[config.mk]
export PLATFORM = sky130hd
export DESIGN_NAME = control_fsm_flat
export DESIGN_NICKNAME = d
export VERILOG_FILES = /design/src/rtl/redux_ctrl_pkg.sv /design/src/rtl/control_fsm_if.sv /design/src/rtl/control_decode.sv /design/src/rtl/control_fsm.sv /design/src/flat_wrapper.sv
export SDC_FILE = /design/constraint.sdc
export NUM_CORES = 1
export LEC_CHECK = 0
export ABC_AREA = 1
export ABC_CLOCK_PERIOD_IN_PS = 2500
export CORE_MARGIN = 2
export CORE_UTILIZATION = 56
export DETAILED_ROUTE_END_ITERATION = 10
export HOLD_SLACK_MARGIN = 0.12
export PLACE_DENSITY = 0.91
export SYNTH_ARGS = -nofsm -noshare
export SYNTH_HDL_FRONTEND = slang
export SYNTH_SLANG_ARGS = --single-unit
export TNS_END_PERCENT = 50
[constraint.sdc]
create_clock -name clk -period 2.5 [get_ports clk]
set_clock_uncertainty 0.1 [all_clocks]
set_input_delay 0.625 -clock clk [delete_from_list [all_inputs] [get_ports clk]]
set_output_delay 0.625 -clock clk [all_outputs]
set_load 0.005 [all_outputs]
[src/rtl/redux_ctrl_pkg.sv]
// Shared types and constants for the Redux-V multi-cycle control unit.
// Opcode map, ALU select codes, FSM states and the decoded control word.
package redux_ctrl_pkg;

    localparam int SEL_W = 4;

    localparam logic [3:0] OP_BRZR  = 4'b0000;
    localparam logic [3:0] OP_JI    = 4'b0001;
    localparam logic [3:0] OP_LD    = 4'b0010;
    localparam logic [3:0] OP_ST    = 4'b0011;
    localparam logic [3:0] OP_ALUI0 = 4'b0100;
    localparam logic [3:0] OP_ALUI1 = 4'b0101;
    localparam logic [3:0] OP_ALUX0 = 4'b0110;
    localparam logic [3:0] OP_ALUX1 = 4'b0111;
    localparam logic [3:0] OP_ALU0  = 4'b1000;

    localparam logic [SEL_W-1:0] SEL_NONE = 4'b0000;
    localparam logic [SEL_W-1:0] SEL_I0   = 4'b0100;
    localparam logic [SEL_W-1:0] SEL_I1   = 4'b0101;
    localparam logic [SEL_W-1:0] SEL_X0   = 4'b1000;
    localparam logic [SEL_W-1:0] SEL_X1   = 4'b1001;

    typedef enum logic [2:0] {
        FETCH,
        DECODE,
        EXEC,
        MEM,
        WB,
        FAULT
    } state_t;

    typedef enum logic [2:0] {
        CL_ALU,
        CL_BRZR,
        CL_JI,
        CL_LD,
        CL_ST
    } cls_t;

    typedef struct packed {
        cls_t             cls;
        logic             illegal;
        logic             b_mx;
        logic             j_mx;
        logic             r_mx;
        logic             se_mx;
        logic             d_mx;
        logic             u_imm;
        logic [SEL_W-1:0] sel;
    } ctrl_word_t;

endpackage

[src/rtl/control_fsm_if.sv]
// Shared memory-port handshake between the control unit and memory.
// The controller drives the request side, memory answers with mem_ack.
interface control_fsm_if;

    logic mem_req;
    logic mem_re;
    logic mem_we;
    logic i_or_d;
    logic mem_ack;

    modport master (
        output mem_req,
        output mem_re,
        output mem_we,
        output i_or_d,
        input  mem_ack
    );

    modport slave (
        input  mem_req,
        input  mem_re,
        input  mem_we,
        input  i_or_d,
        output mem_ack
    );

endinterface

[src/rtl/control_decode.sv]
// Combinational opcode to control-word decoder for the Redux-V core.
// The FSM registers its output once per instruction, in DECODE.
module control_decode
    import redux_ctrl_pkg::*;
#(
    parameter int OPCODE_W = 4
) (
    input  logic [OPCODE_W-1:0] i_opcode,
    output ctrl_word_t          o_cw
);

    logic [3:0] w_op;
    logic       w_illegal;

    assign w_op = i_opcode[3:0];

    // Only a widened opcode field can encode values beyond the 16-entry map
    generate
        if (OPCODE_W > 4) begin : g_wide
            assign w_illegal = |i_opcode[OPCODE_W-1:4];
        end else begin : g_narrow
            assign w_illegal = 1'b0;
        end
    endgenerate

    always_comb begin
        o_cw         = '0;
        o_cw.cls     = CL_ALU;
        o_cw.sel     = SEL_NONE;
        o_cw.illegal = w_illegal;
        unique case (1'b1)
            (w_op == OP_BRZR): begin
                o_cw.cls  = CL_BRZR;
                o_cw.b_mx = 1'b1;
            end
            (w_op == OP_JI): begin
                o_cw.cls   = CL_JI;
                o_cw.j_mx  = 1'b1;
                o_cw.u_imm = 1'b1;
            end
            (w_op == OP_LD): begin
                o_cw.cls = CL_LD;
            end
            (w_op == OP_ST): begin
                o_cw.cls = CL_ST;
            end
            (w_op == OP_ALUI0),
            (w_op == OP_ALUI1): begin
                o_cw.r_mx  = 1'b1;
                o_cw.se_mx = 1'b1;
                o_cw.d_mx  = 1'b1;
                o_cw.u_imm = (w_op == OP_ALUI1);
                o_cw.sel   = (w_op == OP_ALUI1) ? SEL_I1 : SEL_I0;
            end
            (w_op == OP_ALUX0): begin
                o_cw.d_mx = 1'b1;
                o_cw.sel  = SEL_X0;
            end
            (w_op == OP_ALUX1): begin
                o_cw.d_mx = 1'b1;
                o_cw.sel  = SEL_X1;
            end
            (w_op >= OP_ALU0): begin
                o_cw.d_mx = 1'b1;
                o_cw.sel  = {1'b0, w_op[2:0]};
            end
            default: begin
            end
        endcase
    end

endmodule

[src/rtl/control_fsm.sv]
// Multi-cycle control FSM for Redux-V: fetch/decode/exec/mem/wb sequencing,
// memory req/ack handshake, retired-instruction counter and sticky fault.
module control_fsm
    import redux_ctrl_pkg::*;
#(
    parameter int OPCODE_W    = 4,
    parameter int ALU_SEL_W   = 4,
    parameter int ACK_TIMEOUT = 15,
    parameter int CNT_W       = 16
) (
    input  logic                 clk,
    input  logic                 rst_n,
    input  logic [OPCODE_W-1:0]  opcode,
    input  logic                 zero,
    control_fsm_if.master        mem,
    output logic                 ir_we,
    output logic                 pc_we,
    output logic                 pc_inc,
    output logic                 rf_we,
    output logic [ALU_SEL_W-1:0] sel_ula,
    output logic                 b_mx,
    output logic                 j_mx,
    output logic                 r_mx,
    output logic                 se_mx,
    output logic                 d_mx,
    output logic                 u_imm,
    output logic [CNT_W-1:0]     instr_count,
    output logic                 fault
);

    localparam int TMO_W = (ACK_TIMEOUT > 1) ? $clog2(ACK_TIMEOUT) : 1;
    localparam logic [TMO_W-1:0] TMO_LAST = TMO_W'(ACK_TIMEOUT - 1);

    state_t           r_state;
    cls_t             r_cls;
    logic [TMO_W-1:0] r_tmo;
    logic [CNT_W-1:0] r_cnt;
    logic [SEL_W-1:0] r_sel;
    logic             r_mem_req;
    logic             r_mem_re;
    logic             r_mem_we;
    logic             r_i_or_d;
    logic             r_ir_we;
    logic             r_pc_we;
    logic             r_pc_inc;
    logic             r_rf_we;
    logic             r_b_mx;
    logic             r_j_mx;
    logic             r_r_mx;
    logic             r_se_mx;
    logic             r_d_mx;
    logic             r_u_imm;
    logic             r_fault;

    ctrl_word_t w_cw;
    logic       w_req_st;
    logic       w_acked;
    logic       w_wait;
    logic       w_tmo_hit;
    logic       w_retire;
    logic       w_fault_go;

    control_decode #(
        .OPCODE_W (OPCODE_W)
    ) u_decode (
        .i_opcode (opcode),
        .o_cw     (w_cw)
    );

    // Ack only counts while a request is actually on the port
    assign w_req_st  = (r_state == FETCH) || (r_state == MEM);
    assign w_acked   = w_req_st && r_mem_req && mem.mem_ack;
    assign w_wait    = w_req_st && r_mem_req && !mem.mem_ack;
    assign w_tmo_hit = (ACK_TIMEOUT != 0) && (r_tmo == TMO_LAST);

    assign w_retire =
        ((r_state == EXEC) &&
         ((r_cls == CL_ALU) || (r_cls == CL_BRZR) || (r_cls == CL_JI))) ||
        ((r_state == MEM) && w_acked && (r_cls == CL_ST)) ||
        (r_state == WB);

    assign w_fault_go =
        (w_wait && w_tmo_hit) ||
        ((r_state == DECODE) && w_cw.illegal);

    always_ff @(posedge clk or negedge rst_n) begin
        if (!rst_n) begin
            r_state   <= FETCH;
            r_cls     <= CL_ALU;
            r_tmo     <= '0;
            r_cnt     <= '0;
            r_sel     <= '0;
            r_mem_req <= 1'b0;
            r_mem_re  <= 1'b0;
            r_mem_we  <= 1'b0;
            r_i_or_d  <= 1'b0;
            r_ir_we   <= 1'b0;
            r_pc_we   <= 1'b0;
            r_pc_inc  <= 1'b0;
            r_rf_we   <= 1'b0;
            r_b_mx    <= 1'b0;
            r_j_mx    <= 1'b0;
            r_r_mx    <= 1'b0;
            r_se_mx   <= 1'b0;
            r_d_mx    <= 1'b0;
            r_u_imm   <= 1'b0;
            r_fault   <= 1'b0;
        end else begin
            r_ir_we  <= 1'b0;
            r_pc_we  <= 1'b0;
            r_pc_inc <= 1'b0;
            r_rf_we  <= 1'b0;
            if (w_wait) begin
                r_tmo <= r_tmo + 1'b1;
            end
            unique case (r_state)
                FETCH: begin
                    // First cycle out of reset only raises the request
                    if (!r_mem_req) begin
                        r_mem_req <= 1'b1;
                        r_mem_re  <= 1'b1;
                        r_i_or_d  <= 1'b0;
                        r_tmo     <= '0;
                    end else if (w_acked) begin
                        r_mem_req <= 1'b0;
                        r_mem_re  <= 1'b0;
                        r_ir_we   <= 1'b1;
                        r_pc_inc  <= 1'b1;
                        r_state   <= DECODE;
                    end
                end
                DECODE: begin
                    r_cls   <= w_cw.cls;
                    r_sel   <= w_cw.sel;
                    r_b_mx  <= w_cw.b_mx;
                    r_j_mx  <= w_cw.j_mx;
                    r_r_mx  <= w_cw.r_mx;
                    r_se_mx <= w_cw.se_mx;
                    r_d_mx  <= w_cw.d_mx;
                    r_u_imm <= w_cw.u_imm;
                    r_state <= EXEC;
                end
                EXEC: begin
                    case (r_cls)
                        CL_ALU:  r_rf_we <= 1'b1;
                        CL_BRZR: r_pc_we <= zero;
                        CL_JI:   r_pc_we <= 1'b1;
                        CL_LD,
                        CL_ST: begin
                            r_mem_req <= 1'b1;
                            r_mem_re  <= (r_cls == CL_LD);
                            r_mem_we  <= (r_cls == CL_ST);
                            r_i_or_d  <= 1'b1;
                            r_tmo     <= '0;
                            r_state   <= MEM;
                        end
                        default: r_state <= FAULT;
                    endcase
                end
                MEM: begin
                    if (w_acked) begin
                        r_mem_req <= 1'b0;
                        r_mem_re  <= 1'b0;
                        r_mem_we  <= 1'b0;
                        if (r_cls == CL_LD) begin
                            r_state <= WB;
                        end
                    end
                end
                WB: begin
                    r_rf_we <= 1'b1;
                end
                FAULT: begin
                end
                default: begin
                    r_state <= FAULT;
                end
            endcase
            // Retire overrides the per-state updates and rearms the fetch
            if (w_retire) begin
                r_cnt     <= r_cnt + 1'b1;
                r_state   <= FETCH;
                r_mem_req <= 1'b1;
                r_mem_re  <= 1'b1;
                r_mem_we  <= 1'b0;
                r_i_or_d  <= 1'b0;
                r_tmo     <= '0;
            end
            if (w_fault_go) begin
                r_state   <= FAULT;
                r_fault   <= 1'b1;
                r_mem_req <= 1'b0;
                r_mem_re  <= 1'b0;
                r_mem_we  <= 1'b0;
                r_i_or_d  <= 1'b0;
            end
        end
    end

    assign mem.mem_req = r_mem_req;
    assign mem.mem_re  = r_mem_re;
    assign mem.mem_we  = r_mem_we;
    assign mem.i_or_d  = r_i_or_d;

    assign ir_we       = r_ir_we;
    assign pc_we       = r_pc_we;
    assign pc_inc      = r_pc_inc;
    assign rf_we       = r_rf_we;
    assign sel_ula     = ALU_SEL_W'(r_sel);
    assign b_mx        = r_b_mx;
    assign j_mx        = r_j_mx;
    assign r_mx        = r_r_mx;
    assign se_mx       = r_se_mx;
    assign d_mx        = r_d_mx;
    assign u_imm       = r_u_imm;
    assign instr_count = r_cnt;
    assign fault       = r_fault;

endmodule

[src/flat_wrapper.sv]
// flat-port wrapper written by rule: the top's interface ports become plain ports
module control_fsm_flat import redux_ctrl_pkg::*;
#(
    parameter int OPCODE_W    = 4,
    parameter int ALU_SEL_W   = 4,
    parameter int ACK_TIMEOUT = 15,
    parameter int CNT_W       = 16
)
  (clk, rst_n, opcode, zero, ir_we, pc_we, pc_inc, rf_we, sel_ula, b_mx, j_mx, r_mx, se_mx, d_mx, u_imm, instr_count, fault, mem_mem_req, mem_mem_re, mem_mem_we, mem_i_or_d, mem_mem_ack);
  control_fsm_if mem_i ();
  input  logic clk;
  input  logic rst_n;
  input  logic [OPCODE_W-1:0] opcode;
  input  logic zero;
  output logic ir_we;
  output logic pc_we;
  output logic pc_inc;
  output logic rf_we;
  output logic [ALU_SEL_W-1:0] sel_ula;
  output logic b_mx;
  output logic j_mx;
  output logic r_mx;
  output logic se_mx;
  output logic d_mx;
  output logic u_imm;
  output logic [CNT_W-1:0] instr_count;
  output logic fault;
  output wire logic [$bits(mem_i.mem_req)-1:0] mem_mem_req;
  output wire logic [$bits(mem_i.mem_re)-1:0] mem_mem_re;
  output wire logic [$bits(mem_i.mem_we)-1:0] mem_mem_we;
  output wire logic [$bits(mem_i.i_or_d)-1:0] mem_i_or_d;
  input wire logic [$bits(mem_i.mem_ack)-1:0] mem_mem_ack;
  assign mem_mem_req = mem_i.mem_req;
  assign mem_mem_re = mem_i.mem_re;
  assign mem_mem_we = mem_i.mem_we;
  assign mem_i_or_d = mem_i.i_or_d;
  assign mem_i.mem_ack = mem_mem_ack;
  control_fsm #(.OPCODE_W(OPCODE_W), .ALU_SEL_W(ALU_SEL_W), .ACK_TIMEOUT(ACK_TIMEOUT), .CNT_W(CNT_W)) u_core (.clk(clk), .rst_n(rst_n), .opcode(opcode), .zero(zero), .mem(mem_i), .ir_we(ir_we), .pc_we(pc_we), .pc_inc(pc_inc), .rf_we(rf_we), .sel_ula(sel_ula), .b_mx(b_mx), .j_mx(j_mx), .r_mx(r_mx), .se_mx(se_mx), .d_mx(d_mx), .u_imm(u_imm), .instr_count(instr_count), .fault(fault));
endmodule
==> impl_metrics.env, run 1 <==
export IMPL_grt_max_degree=44
export IMPL_synthAdderAreaFrac=0.01617
export IMPL_setup_violations=0
export IMPL_final_max_slew_viol_count=0
export IMPL_layout_min_cycle_time_ns=2.045
export IMPL_ios=43
export IMPL_p_clk_frac=0.414
export IMPL_powerDensity_nw_per_um2=431.4
export IMPL_vias=2011
export IMPL_reg2reg_from="u_core.r_state[0]"
export IMPL_maxCapViolCount=0
export IMPL_synth_compound_area_frac=0.08679
export IMPL_fin_crit_sh=0.8178
export IMPL_worstSetupPathType="reg2out"
export IMPL_cts_tree="built"
export IMPL_path_buf_inv=1
export IMPL_crit_required_ns=1.77
export IMPL_p_comb_frac=0.027
export IMPL_floorplan_core_area_um2=4000
export IMPL_p_int_mw=0.9985
export IMPL_final_util=0.7207
export IMPL_clock_sinks=43
export IMPL_clkTransAtPathRegs_ns=0.07
export IMPL_avgSynthCellArea_um2=8.172
export IMPL_initial_core_util=0.5802
export IMPL_r2r_end="u_core.instr_count[10]"
export IMPL_synth_net_count=295
export IMPL_wirelength_um=4875
export IMPL_gp_congestion=0.9265
export IMPL_synth_top_cell_area_share=0.4636
export IMPL_hpwl_um=3583
export IMPL_p_sw_frac=0.1972
export IMPL_yosysWarnings=0
export IMPL_clock_path_buffers=2
export IMPL_crit_chain="clkdlybuf4s50_1"
export IMPL_nets=341
export IMPL_end_kind="output pin"
export IMPL_synthCells=284
export IMPL_die_x_um=68.38
export IMPL_cts_root_buffer="clkbuf_8"
export IMPL_yosys_register_bits=43
export IMPL_ys_types=35
export IMPL_cts_resized=0
export IMPL_p_leak_nw=1.419
export IMPL_synth_top_family_by_area="simple AND/OR/NAND/NOR gates"
export IMPL_syn2layout_area_growth_pct=24.20
export IMPL_final_cell_mix="nand2_1 (65), dfrtp_1 (43), clkdlybuf4s50_1 (41)"
export IMPL_hold_ws_ns=0.2951
export IMPL_hold_violations=0
export IMPL_reg2reg_slack_ns=0.48
export IMPL_routedWlPerCell_um=12.83
export IMPL_hold_path_class="in2async"
export IMPL_maxSlewHeadroom=0.6409
export IMPL_p_seq_frac=0.559
export IMPL_setup_tns_ns=0
export IMPL_drtAntennaViolNets=0
export IMPL_yosys_top_cells_area="dfrtp_1 (46%), nand2_1 (11%), inv_1 (5.8%)"
export IMPL_critical_path_arrival_ns=1.32
export IMPL_p_sw_mw=0.2453
export IMPL_grt_pass1_wl_um=7955
export IMPL_die_area_um2=4676
export IMPL_outcome="finished, final reports clean"
export IMPL_rows=23
export IMPL_worst_path_largest_cell_delay_ns=0.55
export IMPL_peakVddDrop_mv=0.3165
export IMPL_fmax_mhz=489.1
export IMPL_numCtsBuffers=5
export IMPL_yosysSeqAreaShare=0.4636
export IMPL_overflow=0
export IMPL_slowest_stage="clkdlybuf4s50_1"
export IMPL_firstDrtPassIters=4
export IMPL_crit_family="buffers and inverters"
export IMPL_rsz0062_at_grt="no"
export IMPL_die_h_um=68.38
export IMPL_viasPerCell=5.292
export IMPL_drcViolationCount=0
export IMPL_yosys_area_top_type="dfrtp_1"
export IMPL_grt_pass1_vias=1843
export IMPL_crit_path_start_kind="register"
export IMPL_cts_setup_buffers=0
export IMPL_drt_iter0_drc=132
export IMPL_grt_usage=0.2291
export IMPL_htreeDepth=2
export IMPL_synth_mux_area_frac=0
export IMPL_antenna_found_initial=0
export IMPL_clk_latency_ns=0.29
export IMPL_r2r_worst_path_cells=10
export IMPL_crit_path_max_fanout=5
export IMPL_yosys_area_share_simple=0.3046
export IMPL_yosys_area_share_xor_xnor=0.05283
export IMPL_portBuffers=42
export IMPL_drive_above_1_share=0.09091
export IMPL_tightest_slew_ns=0.5387
export IMPL_syn_area_um2=2321
export IMPL_insertedDiodeCount=0
export IMPL_n_fill_cell=320
export IMPL_layout_cells_most_common="nand2_1"
export IMPL_cts_hold_buf=0
==> cells by family after synthesis <==
family	after synthesis
buf+inv	44
simple gates	149
flops	43
xor+xnor	14
fa+ha+maj	3
compound gates	31
==> power groups by stage <==
| stage | Sequential [mW] | Clock (mW) | Combinational, mW |
|---|---|---|---|
| after floorplan | 0.709 | 0 | 0.00482 |
| after global placement | 0.709 | 0 | 0.0340 |
| after detailed placement | 0.709 | 0 | 0.0345 |
| after CTS | 0.695 | 0.526 | 0.0348 |
| after global routing | 0.695 | 0.557 | 0.0380 |
| final | 0.695 | 0.515 | 0.0339 |
==> worst max-delay path by stage <==
stage / slack (ns) / start / to / cells past startpoint
after CTS: 0.46 / u_core.instr_count[0] / instr_count[0] / 1
after global routing: 0.26 / u_core.r_state[0] / u_core.instr_count[9] / 11
after detailed placement: 0.30 / mem_mem_ack / u_core.instr_count[10] / 9
after floorplan: 0.81 / u_core.r_state[0] / u_core.instr_count[10] / 10
final: 0.46 / u_core.instr_count[0] / instr_count[0] / 1
after global placement: 0.37 / mem_mem_ack / u_core.instr_count[10] / 8
==> cell type report <==
class / instances / area (um^2) / share of cell area
sequential: 43 / 1076 / 0.3733
multi-input combinational: 197 / 1069 / 0.3707
timing repair buffer: 43 / 422.9 / 0.1467
inverter: 40 / 150.1 / 0.05208
clock buffer: 6 / 72.57 / 0.02517
tap: 50 / 62.56 / 0.02170
clock inverter: 1 / 30.03 / 0.01042
==> stage by stage <==
step | instances | total power, mW | cell area, um^2 | setup slack [ns]
6_report | 380 | 1.244 | 2883 | 0.4554
5_1_grt | 380 | 1.289 | 2883 | 0.2551
4_1_cts | 380 | 1.255 | 2883 | 0.4592
3_5_place_dp | 373 | 0.7432 | 2780 | 0.3000
3_3_place_gp | 373 | 0.7426 | 2780 | 0.3686
2_1_floorplan | 284 | 0.7137 | 2321 | 0.8088
==> metal layers <==
| metal | routed length [um] | track usage | part of all wire |
|---|---|---|---|
| met1 | 2254 | 0.2884 | 0.46 |
| met2 | 2234 | 0.3690 | 0.46 |
| met3 | 269 | 0.06414 | 0.055 |
| met4 | 116 | 0.09500 | 0.024 |
| met5 | 0 | 0 | 0 |
==> cells in the mapped netlist <==
master     n
nand2_1   65
dfrtp_1   43
inv_1     36
nor2_1    30
nand3_1   22
xor2_1    11
o21ai_0    9
nand4_1    8
nor3_1     7
a21oi_1    5
inv_2      4
nor2_2     4
o31ai_1    4
buf_4      3
ha_1       3
nand2_2    3
nand3_2    3
o21ai_1    3
xnor2_1    3
a31oi_1    2
nand2_4    2
a21boi_0   1
a21oi_4    1
a31o_2     1
clkbuf_1   1
nand3_4    1
nand3b_1   1
nor2_4     1
nor3_4     1
o211ai_1   1
o21a_1     1
o22a_1     1
o32ai_1    1
o41ai_1    1
or2_2      1
==> flip-flops by register name, summed over array words and instances (netlist names), 3 cells and up <==
register            count
u_core.sel_ula          4
u_core.r_state          3
u_core.r_cls            3
u_core.instr_count     16
u_core.r_tmo            4
(Power assumes the default switching activity.)
==> inputs of run 2 (changes only) <==
ABC_CLOCK_PERIOD_IN_PS = 1800   (was 2500)
CORE_UTILIZATION = 47   (was 56)
PLACE_DENSITY = 0.82   (was 0.91)
clock period = 1.8 ns   (was 2.5 ns; I/O delays follow)
==> run 2 against run 1 <==
  * Sequential power up 39%
  * Cell count up 14%
  * Global-route usage down 3.5 points
  * Hold slack better by 0.077 ns
  * Non-clock buffer count up 38
  * Critical endpoint is now u_core.instr_count[14]
  * Highest routed layer unchanged
==> impl_metrics.env, run 2 (same netlist as run 1, synthesis figures left out) <==
export IMPL_outcome="finished, final reports clean"
export IMPL_crit_path_max_fanout=8
export IMPL_clkTransAtPathRegs_ns=0.08
export IMPL_syn2layout_area_growth_pct=40.86
export IMPL_ios=43
export IMPL_grt_max_degree=44
export IMPL_fin_crit_sh=0.9929
export IMPL_dp_cells=416
export IMPL_grt_pass1_vias=1853
export IMPL_floorplan_core_area_um2=4755
export IMPL_end_kind="register"
export IMPL_cts_tree="built"
export IMPL_insertedDiodeCount=0
export IMPL_slowest_stage="dfrtp_2"
export IMPL_gp_congestion=0.8885
export IMPL_crit_chain="inv_4, nand3_2, nor2_4, nand3_4, nand2_8, nand2_4, nor2_4, nand3_1, nand2_1, nand2_1"
export IMPL_n_fill_cell=389
export IMPL_antenna_found_initial=0
export IMPL_die_x_um=74.27
export IMPL_initial_core_util=0.4882
export IMPL_powerDensity_nw_per_um2=501.8
export IMPL_maxCapViolCount=0
export IMPL_final_cell_mix="nand2_1 (63), dfrtp_1 (39), inv_1 (36)"
export IMPL_maxSlewHeadroom=0.7721
export IMPL_overflow=0
export IMPL_drt_iter0_drc=85
export IMPL_grt_pass1_wl_um=8211
export IMPL_die_area_um2=5516
export IMPL_design_area_um2=3269
export IMPL_wirelength_um=5331
export IMPL_layout_cells_most_common="nand2_1"
export IMPL_firstDrtPassIters=4
export IMPL_drive_above_1_share=0.2147
export IMPL_tightest_slew_ns=0.3418
export IMPL_drcViolationCount=0
export IMPL_hold_violations=0
export IMPL_critical_path_arrival_ns=1.88
export IMPL_worst_path_largest_cell_delay_ns=0.49
export IMPL_htreeDepth=2
export IMPL_layout_cells_non_filler=435
export IMPL_worstSetupPathType="reg2reg"
export IMPL_final_util=0.6876
export IMPL_setup_violations=0
export IMPL_grt_usage=0.1937
export IMPL_clock_path_buffers=2
export IMPL_drtAntennaViolNets=0
export IMPL_crit_required_ns=1.89
export IMPL_numCtsBuffers=5
export IMPL_nets=379
export IMPL_rsz0062_at_grt="yes"
export IMPL_routedWlPerCell_um=12.26
export IMPL_place_area_um2=3009
export IMPL_p_leak_nw=1.671
export IMPL_hold_path_class="reg2reg"
export IMPL_final_max_slew_viol_count=0
export IMPL_peakVddDrop_mv=0.4006
export IMPL_portBuffers=42
export IMPL_cts_root_buffer="clkbuf_8"
export IMPL_clk_latency_ns=0.29
export IMPL_rows=25
export IMPL_viasPerCell=4.926
export IMPL_crit_path_start_kind="register"
export IMPL_vias=2143
export IMPL_fmax_mhz=559.5
export IMPL_clock_sinks=43
export IMPL_layout_min_cycle_time_ns=1.787
export IMPL_hpwl_um=3705
export IMPL_largest_reg_flops=16
export IMPL_die_h_um=74.27
run 2: cell type report:
class | instances | area, um^2 | area share
inverter | 40 | 152.6 | 0.04669
timing repair buffer | 81 | 749.5 | 0.2292
sequential | 43 | 1081 | 0.3307
tap | 67 | 83.83 | 0.02564
multi-input combinational | 197 | 1115 | 0.3410
clock inverter | 1 | 5.005 | 0.001531
clock buffer | 6 | 82.58 | 0.02526
run 2: what timing repair did:
action	CTS	global route
endpoints found under the hold margin	43	0
hold buffers	1	0
resized for setup	3	28
gates cloned	0	0
pin swaps	0	3
buffers inserted	2	9
endpoints found under the setup margin	5	25
run 2: worst paths after layout:
path | from | cells after the start | to | slack, ns
max | u_core.r_state[2] | 10 | u_core.instr_count[14] | 0.01
min | u_core.fault | 1 | u_core.fault | 0.37
max reg2reg | u_core.r_state[2] | 10 | u_core.instr_count[14] | 0.01
min reg2reg | u_core.fault | 1 | u_core.fault | 0.37
max in group asynchronous | rst_n | 3 | u_core.r_state[0] | 0.83
min in group asynchronous | rst_n | 3 | u_core.mem.mem_req | 0.54
run 2: per-stage QoR:
stage	power [mW]	setup slack (ns)	hold WS (ns)	TNS, ns
floorplan	0.9913	0.1088	0.05441	0
finish	1.641	0.01274	0.3718	0
CTS	1.658	0.001856	0.3814	0
global route	1.709	-0.08088	0.4069	-0.4234
global placement	1.039	-0.09718	0.3407	-0.8644
detailed placement	1.040	-0.1639	0.3442	-1.564
run 2: critical path, delay by kind of cell, from the launching register on:
family / cells / cell delay [ns]
flops: 1 / 0.49
simple gates: 9 / 0.97
buf+inv: 1 / 0.11
run 2: power by group:
part	internal, mW	switching (mW)	leakage (nW)	total, mW
logic	0.0225	0.0325	1.14	0.0550
clock network	0.301	0.320	0.0470	0.621
registers	0.965	0	0.482	0.965
total	1.29	0.352	1.67	1.64
run 2: layer usage:
metal,wire (um),share of wire,vias to the layer above,GRT usage
met5,0,0,-,0
met3,269,0.050,11,0.04336
met1,2460,0.46,994,0.2660
li1,-,-,1080,-
met4,112,0.021,0,0.08333
met2,2488,0.47,58,0.2966
==> inputs of run 3 (changes only) <==
ABC_AREA = 0   (was 1)
==> run 3 against run 2 <==
  * The flow now finishes with violations (setup timing)
  * Synthesized area is 2.9% lower
  * Via count decreased by 12%
  * Global-route usage increased by 1.1 points
  * Wire length down 2.2%
  * Critical path type unchanged
==> impl_metrics.env, run 3 <==
export IMPL_final_cell_mix="dfrtp_1 (39), clkdlybuf4s50_1 (36), buf_4 (33)"
export IMPL_gp_congestion=0.8965
export IMPL_met3_length_um=190
export IMPL_p_seq_frac=0.342
export IMPL_yosys_register_bits=43
export IMPL_synthCells=217
export IMPL_hold_violations=0
export IMPL_peakVddDrop_mv=0.8864
export IMPL_critical_path_arrival_ns=1.98
export IMPL_path_buf_inv=2
export IMPL_routedWlPerCell_um=15.15
export IMPL_ios=43
export IMPL_ys_top_cells_by_count="dfrtp_1 (43), nand2_1 (30), xor2_1 (15)"
export IMPL_p_leak_nw=1.316
export IMPL_crit_chain="nor4b_4, buf_4, nand4_4, buf_4, a211oi_2, xor2_1"
export IMPL_dp_cells=325
export IMPL_p_clk_frac=0.119
export IMPL_wirelength_um=5212
export IMPL_maxSlewHeadroom=0.6824
export IMPL_drtAntennaViolNets=0
export IMPL_rows=25
export IMPL_worst_path_largest_cell_delay_ns=0.45
export IMPL_yosys_area_share_simple=0.1992
export IMPL_p_sw_frac=0.3914
export IMPL_overflow=0
export IMPL_synth_edf_count=0
export IMPL_cpMostUsedCell="buf_4"
export IMPL_initial_core_util=0.4838
export IMPL_yosysSeqAreaShare=0.4772
export IMPL_ys_types=53
export IMPL_crit_family="simple AND/OR/NAND/NOR gates"
export IMPL_clkTransAtPathRegs_ns=0.09
export IMPL_setup_slack_ns=-0.05816
export IMPL_tightest_slew_ns=0.4751
export IMPL_async_reset_ff_frac=1.000
export IMPL_slowest_stage="dfrtp_2"
export IMPL_syn2layout_area_growth_pct=39.18
export IMPL_synth_mux_area_frac=0.009434
export IMPL_synth_top_family_by_area="simple AND/OR/NAND/NOR gates"
export IMPL_layout_cells_non_filler=344
export IMPL_n_fill_cell=338
export IMPL_cp_endpoint="u_core.instr_count[10]"
export IMPL_yosys_top_cells_area="dfrtp_1 (48%), xor2_1 (5.8%), nand2_1 (5.0%)"
export IMPL_grt_usage=0.2045
export IMPL_grt_pass1_vias=1841
export IMPL_cts_root_buffer="clkbuf_8"
export IMPL_highest_layer="met4"
export IMPL_crit_path_start_kind="register"
export IMPL_crit_path_max_fanout=7
export IMPL_fmax_mhz=538.2
export IMPL_nets=300
export IMPL_yosysWarnings=0
export IMPL_reg2reg_from="u_core.r_cls[1]"
export IMPL_synth_compound_area_frac=0.1681
export IMPL_violations="setup timing"
export IMPL_syn_area_um2=2255
export IMPL_largest_reg_flops=16
export IMPL_cts_tree="built"
export IMPL_power_mw=5.148
export IMPL_portBuffers=42
export IMPL_p_sw_mw=2.015
export IMPL_numCtsBuffers=5
export IMPL_yosys_area_top_type="dfrtp_1"
export IMPL_synth_top_cell_area_share=0.4772
export IMPL_clk_latency_ns=0.29
export IMPL_reg2reg_slack_ns=-0.06
export IMPL_startpoint="u_core.r_cls[1]"
export IMPL_yosysMostFrequentCell="dfrtp_1"
export IMPL_hold_path_class="reg2reg"
export IMPL_rsz0062_at_grt="yes"
export IMPL_hpwl_um=3469
export IMPL_cp_depth=6
export IMPL_grt_pass1_wl_um=8604
export IMPL_yosys_area_share_xor_xnor=0.08102
export IMPL_wl_met1_um=2391
export IMPL_r2r_end="u_core.instr_count[10]"
export IMPL_firstDrtPassIters=4
export IMPL_ys_flop_type="dfrtp_1"
export IMPL_r2r_worst_path_cells=6
export IMPL_floorplan_core_area_um2=4661
export IMPL_setup_violations=10
export IMPL_vias=1894
export IMPL_drcViolationCount=0
export IMPL_die_h_um=73.26
export IMPL_grt_max_degree=44
export IMPL_final_max_slew_viol_count=0
export IMPL_maxCapViolCount=0
export IMPL_synthAdderAreaFrac=0.01665
export IMPL_powerDensity_nw_per_um2=1641
export IMPL_synth_net_count=228
export IMPL_htreeDepth=2
export IMPL_crit_required_ns=1.93
export IMPL_clock_sinks=43
export IMPL_met2_length_um=2604
export IMPL_worstSetupPathType="reg2reg"
export IMPL_antenna_found_initial=0
export IMPL_drt_iter0_drc=123
export IMPL_layout_cells_most_common="dfrtp_1"
export IMPL_layout_min_cycle_time_ns=1.858
export IMPL_insertedDiodeCount=0
export IMPL_p_int_mw=3.133
export IMPL_end_kind="register"
export IMPL_p_comb_frac=0.539
export IMPL_avgSynthCellArea_um2=10.39
export IMPL_clock_path_buffers=2
export IMPL_drive_above_1_share=0.2690
export IMPL_die_x_um=73.26
export IMPL_fin_crit_sh=1.032
export IMPL_die_area_um2=5367
export IMPL_outcome="finished with violations"
export IMPL_viasPerCell=5.506
export IMPL_hold_ws_ns=0.3668
-- run 3: cell count changes in the layout (fill, tap and decap cells not counted), moves of 7 or more --
cell | previous run | this run
inv_1 | 36 | 6
nand3_1 | 22 | 9
dlymetal6s2s_1 | 9 | 1
nand2_1 | 63 | 28
clkdlybuf4s50_1 | 29 | 36
nor2_1 | 27 | 3
-- run 3: power by group through the flow --
stage | sequential, mW | clock (mW) | combinational, mW
floorplan | 1.66 | 0 | 1.40
global placement | 1.76 | 0 | 2.49
detailed placement | 1.77 | 0 | 2.54
CTS | 1.75 | 0.615 | 2.61
global route | 1.82 | 0.661 | 3.02
finish | 1.76 | 0.610 | 2.78
-- run 3: final cells by class --
type | count | area [um^2] | area share
multi-input cells | 154 | 1160 | 0.3696
flip-flops and latches | 43 | 1081 | 0.3445
repair buffers | 79 | 721.9 | 0.2301
clock buffers | 6 | 72.57 | 0.02313
well taps | 54 | 67.56 | 0.02153
inverters | 6 | 22.52 | 0.007177
clock inverters | 2 | 12.51 | 0.003987
-- run 3: worst register-to-register path: stages, from the launching register on --
cell	delay (ns)
dfrtp_2	0.45
nor4b_4	0.27
buf_4	0.18
nand4_4	0.19
buf_4	0.22
a211oi_2	0.23
xor2_1	0.16
-- run 3: how the worst min path moves through the flow --
stage / cells after the start / startpoint / slack (ns) / endpoint
3_3_place_gp: 2 / rst_n / 0.34 / u_core.mem.mem_we
5_1_grt: 1 / u_core.instr_count[15] / 0.39 / u_core.instr_count[15]
6_report: 1 / u_core.instr_count[15] / 0.37 / u_core.instr_count[15]
4_1_cts: 1 / u_core.instr_count[15] / 0.38 / u_core.instr_count[15]
3_5_place_dp: 2 / rst_n / 0.35 / u_core.r_cls[0]
2_1_floorplan: 0 / rst_n / 0.05 / u_core.b_mx
-- run 3: metal layers --
metal	vias to the layer above	global-route usage
met5	-	0
met4	0	0.06173
met3	4	0.03155
met2	40	0.3303
met1	925	0.2851
li1	925	-
-- run 3: through the flow --
| step | util | TNS [ns] | worst slack, ns | area, um^2 |
|---|---|---|---|---|
| floorplan | - | 0 | 0.06134 | 2255 |
| global placement | 0.6177 | -7.399 | -0.3615 | 2879 |
| detailed placement | 0.6177 | -8.618 | -0.4358 | 2879 |
| CTS | 0.6518 | -0.3604 | -0.07003 | 3038 |
| global route | 0.6733 | -2.286 | -0.1783 | 3138 |
| finish | 0.6733 | -0.1586 | -0.05816 | 3138 |
-- run 3: repair_timing --
| action | CTS | global route |
|---|---|---|
| endpoints found under the setup margin | 24 | 39 |
| hold buffers | 1 | 0 |
| endpoints found under the hold margin | 43 | 0 |
| cloned | 1 | 0 |
| buffers inserted | 5 | 4 |
| pin swaps | 2 | 6 |
| resized for setup | 7 | 23 |
-- run 3: logic make-up after synthesis --
| logic type | Yosys count |
|---|---|
| AO/OA/AOI/OAI | 50 |
| XOR/XNOR | 20 |
| adder cells (fa/ha/maj) | 3 |
| buffers and inverters | 21 |
| flip-flops | 43 |
| multiplexers | 2 |
| AND/OR/NAND/NOR | 78 |
